[src/rtl/id_ex_operand_stage_pkg.sv]
// Shared definitions for the ID/EX operand stage: default widths, the
// hard-wired zero register, ALU select encodings and the per-edge update action.
package id_ex_operand_stage_pkg;

  localparam int DW_DEFAULT = 32;
  localparam int AW_DEFAULT = 5;

  // Register index that always reads as zero and is never forwarded.
  localparam int REG_ZERO = 0;

  // ALU A operand source.
  typedef enum logic [1:0] {
    ALUA_RS    = 2'b00,
    ALUA_PC    = 2'b01,
    ALUA_SHAMT = 2'b10,
    ALUA_ZERO  = 2'b11
  } alua_sel_e;

  // ALU B operand source.
  typedef enum logic [1:0] {
    ALUB_RT   = 2'b00,
    ALUB_IMM  = 2'b01,
    ALUB_FOUR = 2'b10,
    ALUB_ZERO = 2'b11
  } alub_sel_e;

  // What the ID/EX register does on the next clock edge.
  typedef enum logic [1:0] {
    UPD_CAPTURE = 2'b00,
    UPD_HOLD    = 2'b01,
    UPD_BUBBLE  = 2'b10
  } upd_e;

endpackage

[src/rtl/id_ex_operand_stage_fwd_mux.sv]
// Operand forwarding mux: returns the youngest in-flight value of a source
// register (EX, then MEM, then WB), falling back to register-file data.
// Register zero always reads as zero and is never forwarded.
module id_ex_operand_stage_fwd_mux
  import id_ex_operand_stage_pkg::*;
#(
  parameter int DW = DW_DEFAULT,
  parameter int AW = AW_DEFAULT
) (
  input  logic [AW-1:0] i_raddr,
  input  logic [DW-1:0] i_rf_data,
  input  logic          i_ex_we,
  input  logic [AW-1:0] i_ex_waddr,
  input  logic [DW-1:0] i_ex_data,
  input  logic          i_mem_we,
  input  logic [AW-1:0] i_mem_waddr,
  input  logic [DW-1:0] i_mem_data,
  input  logic          i_wb_we,
  input  logic [AW-1:0] i_wb_waddr,
  input  logic [DW-1:0] i_wb_data,
  output logic [DW-1:0] o_data
);

  logic w_is_zero;
  logic w_ex_hit;
  logic w_mem_hit;
  logic w_wb_hit;

  assign w_is_zero = (i_raddr == AW'(REG_ZERO));
  assign w_ex_hit  = i_ex_we  && (i_ex_waddr  == i_raddr);
  assign w_mem_hit = i_mem_we && (i_mem_waddr == i_raddr);
  assign w_wb_hit  = i_wb_we  && (i_wb_waddr  == i_raddr);

  // Select the operand value, youngest producer first.
  always_comb begin
    // NOTE: default assigned first so every path drives o_data; a missing branch would infer a latch.
    o_data = i_rf_data;
    if (w_is_zero) begin
      o_data = '0;
    end else if (w_ex_hit) begin
      o_data = i_ex_data;
    end else if (w_mem_hit) begin
      o_data = i_mem_data;
    end else if (w_wb_hit) begin
      o_data = i_wb_data;
    end
  end

endmodule

[src/rtl/id_ex_operand_stage.sv]
// ID/EX pipeline register and operand producer. Forwards EX/MEM/WB results
// into the rs/rt operands, detects load-use hazards (one bubble), and applies
// flush > stall > load-use > normal when deciding what EX captures.
module id_ex_operand_stage
  import id_ex_operand_stage_pkg::*;
#(
  parameter int DW = DW_DEFAULT,
  parameter int AW = AW_DEFAULT
) (
  input  logic          clk,
  input  logic          rst,
  input  logic          stall,
  input  logic          flush,
  input  logic          id_valid,
  input  logic [AW-1:0] id_rs,
  input  logic [AW-1:0] id_rt,
  input  logic          id_use_rs,
  input  logic          id_use_rt,
  input  logic [DW-1:0] id_rdata1,
  input  logic [DW-1:0] id_rdata2,
  input  logic [DW-1:0] id_extern,
  input  logic [1:0]    id_alua_sel,
  input  logic [1:0]    id_alub_sel,
  input  logic [AW-1:0] id_waddr,
  input  logic          id_we,
  input  logic          id_memread,
  input  logic [DW-1:0] ex_result,
  input  logic          mem_we,
  input  logic [AW-1:0] mem_waddr,
  input  logic [DW-1:0] mem_wdata,
  input  logic          wb_we,
  input  logic [AW-1:0] wb_waddr,
  input  logic [DW-1:0] wb_wdata,
  output logic [DW-1:0] rdata1_ex,
  output logic [DW-1:0] rdata2_ex,
  output logic [DW-1:0] extern_ex,
  output logic [1:0]    alua_sel_ex,
  output logic [1:0]    alub_sel_ex,
  output logic [AW-1:0] waddr_ex,
  output logic          we_ex,
  output logic          memread_ex,
  output logic          valid_ex,
  output logic          load_use_stall
);

  // Everything the EX stage receives from ID; an all-zero value is a bubble.
  typedef struct packed {
    logic          valid;
    logic          we;
    logic          memread;
    logic [AW-1:0] waddr;
    logic [DW-1:0] rdata1;
    logic [DW-1:0] rdata2;
    logic [DW-1:0] ext;
    alua_sel_e     alua_sel;
    alub_sel_e     alub_sel;
  } ex_reg_t;

  ex_reg_t       r_ex;
  ex_reg_t       w_ex_next;
  ex_reg_t       w_capture;
  upd_e          w_upd;

  logic          w_ex_fwd_we;
  logic          w_ex_is_load;
  logic          w_rs_dep;
  logic          w_rt_dep;
  logic          w_load_use_raw;
  logic [DW-1:0] w_op1;
  logic [DW-1:0] w_op2;

  // An instruction in EX can forward its ALU result only if it is a real,
  // register-writing non-load; a load's data is not available until MEM.
  assign w_ex_fwd_we  = r_ex.valid && r_ex.we && !r_ex.memread;

  // Load in EX that targets a real register is a potential hazard source.
  assign w_ex_is_load = r_ex.valid && r_ex.memread && r_ex.we &&
                        (r_ex.waddr != AW'(REG_ZERO));

  // Only operands the ID instruction actually reads can create a dependency.
  assign w_rs_dep = id_use_rs && (id_rs == r_ex.waddr);
  assign w_rt_dep = id_use_rt && (id_rt == r_ex.waddr);

  assign w_load_use_raw = w_ex_is_load && id_valid && (w_rs_dep || w_rt_dep);

  // A global stall freezes everything anyway, so no separate load-use hold.
  assign load_use_stall = w_load_use_raw && !stall;

  id_ex_operand_stage_fwd_mux #(
    .DW (DW),
    .AW (AW)
  ) u_fwd_rs (
    .i_raddr     (id_rs),
    .i_rf_data   (id_rdata1),
    .i_ex_we     (w_ex_fwd_we),
    .i_ex_waddr  (r_ex.waddr),
    .i_ex_data   (ex_result),
    .i_mem_we    (mem_we),
    .i_mem_waddr (mem_waddr),
    .i_mem_data  (mem_wdata),
    .i_wb_we     (wb_we),
    .i_wb_waddr  (wb_waddr),
    .i_wb_data   (wb_wdata),
    .o_data      (w_op1)
  );

  id_ex_operand_stage_fwd_mux #(
    .DW (DW),
    .AW (AW)
  ) u_fwd_rt (
    .i_raddr     (id_rt),
    .i_rf_data   (id_rdata2),
    .i_ex_we     (w_ex_fwd_we),
    .i_ex_waddr  (r_ex.waddr),
    .i_ex_data   (ex_result),
    .i_mem_we    (mem_we),
    .i_mem_waddr (mem_waddr),
    .i_mem_data  (mem_wdata),
    .i_wb_we     (wb_we),
    .i_wb_waddr  (wb_waddr),
    .i_wb_data   (wb_wdata),
    .o_data      (w_op2)
  );

  // Assemble the ID instruction as it would appear in EX.
  always_comb begin
    w_capture          = '0;
    w_capture.valid    = 1'b1;
    w_capture.we       = id_we;
    w_capture.memread  = id_memread;
    w_capture.waddr    = id_waddr;
    w_capture.rdata1   = w_op1;
    w_capture.rdata2   = w_op2;
    w_capture.ext      = id_extern;
    w_capture.alua_sel = alua_sel_e'(id_alua_sel);
    w_capture.alub_sel = alub_sel_e'(id_alub_sel);
  end

  // Decide the update action: flush > stall > load-use / empty ID > capture.
  always_comb begin
    w_upd = UPD_CAPTURE;
    if (flush) begin
      w_upd = UPD_BUBBLE;
    end else if (stall) begin
      w_upd = UPD_HOLD;
    end else if (w_load_use_raw || !id_valid) begin
      w_upd = UPD_BUBBLE;
    end
  end

  // Next EX contents for the chosen action.
  always_comb begin
    w_ex_next = r_ex;
    case (w_upd)
      UPD_CAPTURE: w_ex_next = w_capture;
      UPD_BUBBLE:  w_ex_next = '0;
      default:     w_ex_next = r_ex;
    endcase
  end

  // ID/EX register with asynchronous clear.
  always_ff @(posedge clk or posedge rst) begin
    if (rst) begin
      r_ex <= '0;
    end else begin
      // NOTE: non-blocking so all EX fields update together from pre-edge values.
      r_ex <= w_ex_next;
    end
  end

  assign valid_ex    = r_ex.valid;
  assign we_ex       = r_ex.we;
  assign memread_ex  = r_ex.memread;
  assign waddr_ex    = r_ex.waddr;
  assign rdata1_ex   = r_ex.rdata1;
  assign rdata2_ex   = r_ex.rdata2;
  assign extern_ex   = r_ex.ext;
  assign alua_sel_ex = r_ex.alua_sel;
  assign alub_sel_ex = r_ex.alub_sel;

endmodule
[config.mk]
export PLATFORM = sky130hd
export DESIGN_NAME = id_ex_operand_stage
export DESIGN_NICKNAME = d
export VERILOG_FILES = /design/src/rtl/id_ex_operand_stage_pkg.sv /design/src/rtl/id_ex_operand_stage_fwd_mux.sv /design/src/rtl/id_ex_operand_stage.sv
export SDC_FILE = /design/constraint.sdc
export NUM_CORES = 1
export LEC_CHECK = 0
export ABC_AREA = 1
export CORE_ASPECT_RATIO = 0.8
export CORE_MARGIN = 2
export CORE_UTILIZATION = 30
export DETAILED_ROUTE_END_ITERATION = 7
export DONT_BUFFER_PORTS = 1
export GPL_TIMING_DRIVEN = 0
export PLACE_DENSITY = 0.44
export SETUP_SLACK_MARGIN = 0.1
export SKIP_LAST_GASP = 1
export SLEW_MARGIN = 5
export SYNTH_ARGS = -nofsm -noshare
export SYNTH_HDL_FRONTEND = slang
export SYNTH_SLANG_ARGS = --single-unit
[constraint.sdc]
create_clock -name clk -period 3.39 [get_ports clk]
set_input_delay 0.339 -clock clk [delete_from_list [all_inputs] [get_ports clk]]
set_output_delay 0.339 -clock clk [all_outputs]
set_load 0.02 [all_outputs]
=== Word-level counts from Yosys, hierarchy flattened ===
Cells that the tools add are included.

* Flip-flop bits (word level): 108
* Bits of input ports: 232
* Output and inout bits: 109
* Word-level logic and storage cells: 56

* Equal/unequal tests: 9
* Mux-type cells: 12
* Reductions and logical operators: 26

{| class="wikitable"
|+ Operators with widths
! cell !! number
|-
| 32-bit 2-to-1 mux || 8
|-
| 108-bit case mux with 2 select lines || 1
|-
| 5-bit == test || 8
|-
| 1-bit logical AND || 16
|-
| 5-bit zero test || 2
|-
| 2-bit 2-to-1 mux || 3
|-
| 5-bit nonzero test || 1
|-
| 1-bit zero test || 3
|-
| 2-bit == test (second input constant) || 1
|-
| 2-bit zero test || 1
|-
| 1-bit logical OR || 2
|-
| 2-bit nonzero test || 1
|}

=== Depth between registers and ports, before layout ===
Gate-level depths: netlist of run 1.

* Depth after elaboration: 11
* Mapped depth: 12
* Mapped depth without buffers: 11

=== Cells and area by module ===
From an unflattened synthesis of run 1, not the netlist that was laid out.

* Cells, all modules: 1373
* Area total of the unflattened synthesis: 8539.4 um^2

{| class="wikitable"
|+ Modules (own cells, without submodules)
! module !! instances !! cells each !! area an instance (um^2) !! seq. area each (um^2)
|-
| id_ex_operand_stage || 1 || 531 || 4473.0 || 2702.6
|-
| id_ex_operand_stage_fwd_mux || 2 || 421 || 2033.2 || 0.0
|}

=== Least setup slack after synthesis of run 1 ===
Ideal clock, no wire load.

* Path kind: register -> output
* From: reg r_ex (netlist bit waddr_ex[3])
* To: out load_use_stall
* Arrival: 1.582 ns
* Data required time: 3.051 ns
* Path slack: 1.469 ns
* Cell stages (with the launch flop): 10
* Buffers on the path: 1
* Path through: dfrtp_1 inv_1 nand2_1 nand2_1 nor2_1 nand4_1 nand2_1 nand2_2 buf_2 nor2_1

* Word-level cells in the longest chain between the ends: 5
* Elaborated cells on any way between the ends: 10
* Those cells by class: eq/ne: 2; reduce/logical: 8

{| class="wikitable"
|+ RTL lines
! item !! line !! text
|-
| from (decl) || id_ex_operand_stage.sv:59 || <nowiki>ex_reg_t r_ex;</nowiki>
|-
| from (signal assigned) || id_ex_operand_stage.sv:167 || <nowiki>r_ex <= w_ex_next;</nowiki>
|-
| 5-bit == test, or another cell as far along || id_ex_operand_stage.sv:81 || <nowiki>assign w_rs_dep = id_use_rs && (id_rs == r_ex.waddr);</nowiki>
|-
| 1-bit logical AND (on tied branches) || id_ex_operand_stage.sv:81, id_ex_operand_stage.sv:77, id_ex_operand_stage.sv:82 ||
|-
| 1-bit logical OR or 1-bit logical AND (tied branches) || id_ex_operand_stage.sv:84 || <nowiki>assign w_load_use_raw = w_ex_is_load && id_valid && (w_rs_dep || w_rt_dep);</nowiki>
|-
| 1-bit logical AND * || id_ex_operand_stage.sv:84 ||
|-
| 1-bit logical AND * || id_ex_operand_stage.sv:87 || <nowiki>assign load_use_stall = w_load_use_raw && !stall;</nowiki>
|-
| to (decl) || id_ex_operand_stage.sv:43 || <nowiki>output logic load_use_stall</nowiki>
|}

Mark *: on every way between the ends. The rest lies on a longest branch, timed or not.

=== Worst setup path in the final report of run 1 ===
* From: reg r_ex (netlist bit waddr_ex[0])
* To: out load_use_stall

Same word-level chain as after synthesis.

==> results.md, run 1 <==
* Max-cap violation count at 0
* Final net count at 1467
* CP required at 3.05 ns
* Final setup viols at 0
* Worst vdd ir at 0.244 mV
* Gpl congestion at 0.877
* Core Rows at 52
* Post-synth cell types at 24
* Clk sinks at 108
* Kind of end point of the critical path: output pin
* Fin area at 8350 µm²
* Synth Register Bits at about 110
* Layout cells sized above 1 at roughly 8.6%
* Arr. time, crit path at 2.26 ns
* Clock transition at the registers of the reported paths at 0.10 ns
* Slew of the pin with the lowest slew margin at about 0.8 ns
* RSZ-0062 raised after global routing: false
* Commonest register cell after synthesis: dfrtp_1
* Worst setup path startpoint: waddr_ex[0]
* Routed via count at 7722
* Slowest cell delay on critical path at roughly 0.55 ns
* H-tree depth at 3
* Area grow syn2layout at 10.1%
* DR DRC count at 0
* Hold depth at 2
* Area after DPL at 8020 µm²
* Synth Net Count at 1454
* CTS Buffer Depth at 2
* CTS tree: done
* Die H at 146 µm
* Slowest-stage cell, CP: dfrtp_1
* Register area share after synthesis at 35.7%
* Vias in the first global route at 7617
* Global route total overflow at 0
* Fin. Hold Viols at 0
* Drt first pass iters at 5
* Crit. path cell count at 9
* Drt wl/cell at a little under 20 µm
* Fin crit period at 2.60 ns
* Initial core utilization at 30.3%
* Fin Hold WS at around 0.10 ns
* Die area at 26600 µm²
* Slew Limit Fails at 0
* Hold Startpoint: id_extern[5]
* F_max at 0.384 GHz
* Outcome: finished, final reports clean
* Core area at 25000 µm²
* Ys async rst share at 100%
* Detail Placement HPWL at 23.2 mm
* Initial antenna violation count at 0
* DRT iter0 DRCs at roughly 460
* CP Launch Type: flip-flop
* Leakage power at 4.82 nW
* Crit Path Class: flip-flop to output pin
* Synth top area cells: dfrtp_1, nand2_1, nand3_1
* CP Capture Point: load_use_stall
* Count leader, synth: nand2_1
* Worst reg2reg setup slack at 1.18 ns
* Synth top area share at 35.7%
* TNS Setup at 0 ns
* Postcts setup bufs at 0
* Global-route wire length before repair at 45.9 mm
* Synth Instances at 1222
* CTS buffer count at 9
* Largest net degree at the start of global routing at 59
* Synth area leader: dfrtp_1
* Crit-path most repeated cell: nand2_1
* CTS root buf: clkbuf_16
* Post-Syn Area per Cell at 6.20 µm²
* Skew-Pair Late Insertion Delay at 0.37 ns
* Antenna Cells at 0
* I/O pin total at 341
* Fin crit share at 76.8%
* Hold Path Class: input port to flip-flop
* Post-synth EDFFs at 0
* Slew HR at 47.7%
* Worst-path cell chain: inv_1 -> nand2_1 -> nand2_1 -> nor2_2 -> nand4_1 -> nand2_1 -> nand2_2 -> buf_2 -> nor2_1
* Synth warn at 0
* RR Endpoint: rdata1_ex[19]
* Port Buffers at 0
* Final ANT Viol Nets at 0
* Cell Area, Synth at 7580 µm²
* GRT Total Usage at between 20% and 30%
* Worst Path Buf+Inv at 2
* R2R Path Start: waddr_ex[0]
* Delay-heaviest family, CP: simple AND/OR/NAND/NOR gates
* Final Skew at 0.0168 ns
* Final WL at about 30 mm
* Most instantiated cells after synthesis: nand2_1, nor2_1, nand3_1, inv_1, dfrtp_1
* CP max FO at 10
* PwrDens at 364 nW/µm²
* DIE WIDTH at 182 µm
* Avg Vias per Cell at 4.94
* Worst-case reg-to-reg path depth at 11
-- metrics by stage --
stage | worst slack, ns | utilization [%] | power (W) | instances
finish | 0.786 | 33.3 | 0.00304 | 1564
global placement | -1.48 | 31.9 | 0.00192 | 1546
detailed placement | 1.16 | 32.0 | 0.00192 | 1547
CTS | 0.739 | 33.3 | 0.00310 | 1564
global route | 0.578 | 33.3 | 0.00319 | 1564
floorplan | 0.205 | - | 0.00178 | 1222
-- flip-flops by register name, indices dropped and copies added (netlist names), 2 cells and up --
| name | cells |
|---|---|
| rdata2_ex | 32 |
| alua_sel_ex | 2 |
| waddr_ex | 5 |
| alub_sel_ex | 2 |
| rdata1_ex | 32 |
| extern_ex | 32 |
-- repair_timing --
| action | in CTS | in global routing |
|---|---|---|
| hold buffers | 1 | 0 |
| endpoints found under the hold margin | 50 | 0 |
| resized for setup | 0 | 0 |
-- per-layer routing --
metal | GRT usage, % | vias to the layer above | wire (µm)
met4 | 6.54 | 0 | 633
met5 | 0 | - | 0
met2 | 34.1 | 321 | 13000
met1 | 31.9 | 3604 | 14300
met3 | 6.19 | 38 | 2540
li1 | - | 3759 | -
-- layout by cell type (no fill, tap or decap), types with 2 or more instances in the layout --
cell,instances
xnor2_1,2
nand4_1,3
xor2_1,2
nand3_1,173
o21ai_1,2
buf_2,25
nand3_4,2
inv_2,12
a21oi_1,66
buf_6,18
nor3_1,3
nor2_4,8
buf_4,6
inv_6,2
o21ai_0,6
nor2_2,9
nand2_1,404
inv_1,147
nor2_1,198
clkbuf_16,9
clkinv_8,4
dfrtp_1,108
nand3_2,4
clkbuf_1,18
nand2_4,3
-- final cells by class --
cell class	instances	area, µm²
Timing Repair Buffer	2	37.5
Clock inverter	7	93.8
Inverter	160	606
Clock buffer	9	225
Tap cell	324	405
Buffer	67	440
Fill cell	2877	16700
Sequential cell	108	2700
Multi-Input combinational cell	887	3840
-- power breakdown --
group	internal (W)	switching (W)
clock	0.000536	0.000611
sequential	0.00134	0.000112
combinational	0.000136	0.000305
total	0.00201	0.00103
-- worst min-delay path by stage --
stage | end | slack, ns
after floorplan | alua_sel_ex[0] | 0.48
after global placement | extern_ex[30] | 0.48
after detailed placement | rdata1_ex[7] | 0.30
after CTS | alua_sel_ex[0] | 0.08
after global routing | extern_ex[13] | 0.10
final | extern_ex[5] | 0.10
-- cell families after synthesis --
group	synth area share, %
AND/OR/NAND/NOR	45.3
XOR/XNOR	0.462
buffers and inverters	13.7
flip-flops	35.7
AO/OA/AOI/OAI	4.89
(Power assumes the default switching activity.)
==> run 2, diff against run 1 <==
Settings changed: PLACE_DENSITY 0.44 to 0.43.
Clock period 3.39 ns to 2.6 ns, I/O delays scaled along.
==> results.md, run 2 (synthesized netlist as in run 1, its figures left out) <==
* CP max FO at 10
* CTS buffer count at 9
* Hold depth at 2
* I/O pin total at 341
* Drt wl/cell at 19.5 µm
* CP Launch Type: flip-flop
* PwrDens at 475 nW/µm²
* Kind of end point of the critical path: output pin
* Slowest cell delay on critical path at 0.46 ns
* Placed cell count at about 1500
* Slew of the pin with the lowest slew margin at 0.736 ns
* Arr. time, crit path at 2.00 ns
* Worst-path cell chain: inv_1 -> nand2_1 -> nand2_1 -> nor2_1 -> nand4_1 -> nand2_1 -> nand2_2 -> buf_2 -> nor2_4
* Final setup viols at 0
* RR Endpoint: rdata1_ex[19]
* H-tree depth at 3
* TNS Setup at 0 ns
* Drt first pass iters at 5
* CP required at ~2.3 ns
* Area grow syn2layout at 10.5%
* Global route total overflow at 0
* CTS root buf: clkbuf_16
* Fin area at 8380 µm²
* Outcome: finished, final reports clean
* Worst vdd ir at 0.311 mV
* F_max at approximately 0.44 GHz
* Final Skew at 0.0116 ns
* Core area at 25000 µm²
* Routed via count at 7572
* R2R Path Start: waddr_ex[4]
* CTS Buffer Depth at 2
* Clk sinks at around 110
* Fin. Hold Viols at 0
* Layout cells sized above 1 at 9.11%
* Port Buffers at 0
* Global-route wire length before repair at 46.1 mm
* Core Rows at 52
* Vias in the first global route at between 7000 and 8000
* Fin crit share at 86.8%
* Commonest non-fill, non-tap cell in the layout: nand2_1
* GRT Total Usage at 22.8%
* Avg Vias per Cell at 4.84
* Hold Path Class: input port to flip-flop
* Delay-heaviest family, CP: simple AND/OR/NAND/NOR gates
* DIE WIDTH at 182 µm
* Area after DPL at 8050 µm²
* Clock transition at the registers of the reported paths at 0.08 ns
* Final ANT Viol Nets at 0
* Gpl congestion at 0.834
* Slew HR at 50.8%
* CTS tree: done
* Largest net degree at the start of global routing at 37
* Hold Crit Endpoint: extern_ex[6]
* Hold Startpoint: id_extern[6]
* Final WL at 30.4 mm
* Detail Placement HPWL at between 20 and 25 mm
* Commonest cells after routing, fill and taps aside: nand2_1, nor2_1, nand3_1
* Crit Path Class: flip-flop to output pin
* Skew-Pair Late Insertion Delay at between 0.3 and 0.4 ns
* Initial antenna violation count at 0
* Fillers at 2815
* Pwr Total at 0.00398 W
* Antenna Cells at 0
* Leakage power at 4.82 nW
* Max-cap violation count at 0
* Initial core utilization at a little under a third
* Worst reg2reg setup slack at 0.57 ns
* Fin cells at between 1500 and 2000
* Die H at 146 µm
* Die area at 26600 µm²
* Final net count at between 1000 and 1500
* Worst Path Buf+Inv at 2
* Slowest-stage cell, CP: dfrtp_2
* Crit-path most repeated cell: nand2_1
* Fin crit period at 2.26 ns
* RSZ-0062 raised after global routing: false
* Worst-case reg-to-reg path depth at 8
* DRT iter0 DRCs at 459
* Slew Limit Fails at 0
* DR DRC count at 0
run 2: cell types whose count changed in the layout (fill, tap and decap cells not counted), moves of 3 or more:
cell	change
buf_12	+3
clkinv_8	-4
dfrtp_1	-4
dfrtp_2	+4
run 2: area by class of cell:
cell class                 count  area (µm²)  share of cell area [%]
timing repair buffer           4        70.1                   0.837
inverter                     160         604                    7.22
sequential                   108        2710                    32.3
clock inverter                 6        78.8                   0.941
clock buffer                   9         225                    2.69
buffer                        67         440                    5.26
multi-input combinational    887        3840                    45.9
tap                          324         405                    4.84
run 2: routing by layer:
metal  wire, µm  share of wire [%]  GRT usage, %
met1      14100                 46          31.8
met2      13200                 43          34.8
met3       2720                8.9          6.68
met4        440                1.4          5.08
met5          0                  0             0
run 2: power by group:
group / internal, W / total (W) / switching, W
logic: 0.000182 / 0.000579 / 0.000396
clock network: 0.000768 / 0.00151 / 0.000741
registers: 0.00175 / 0.00189 / 0.000146
total: 0.00270 / 0.00398 / 0.00128
run 2: how the worst max path moves through the flow:
stage	cells past startpoint	to	from	slack, ns
2_1_floorplan	9	load_use_stall	waddr_ex[3]	0.76
3_3_place_gp	1	rdata1_ex[24]	rst	0.14
3_5_place_dp	6	rdata2_ex[15]	stall	0.40
4_1_cts	9	load_use_stall	waddr_ex[3]	0.13
5_1_grt	9	load_use_stall	waddr_ex[3]	0.15
6_report	9	load_use_stall	waddr_ex[3]	0.34
run 2: repair_timing:
item / 4_1_cts / 5_1_grt
resized for setup: 1 / 5
buffers inserted: 0 / 0
hold buffers: 1 / 0
hold endpoints to repair: 28 / 0
endpoints found under the setup margin: 1 / 1
run 2: through the flow:
stage	hold slack, ns	utilization (%)	worst slack, ns
floorplan	0.398	-	0.758
global placement	0.401	31.9	0.141
detailed placement	0.104	32.1	0.396
CTS	0.00675	33.4	0.129
global route	0.0146	33.4	0.153
finish	0.0261	33.4	0.344
==> run 3, diff against run 2 <==
Settings changed: SKIP_CTS_REPAIR_TIMING set to 1.
==> results of run 3 <==
No change in the layout: final DEF, timing and power equal those of run 2.
Among the figures that moved: via count of the first global-routing pass 7456 -> 7453
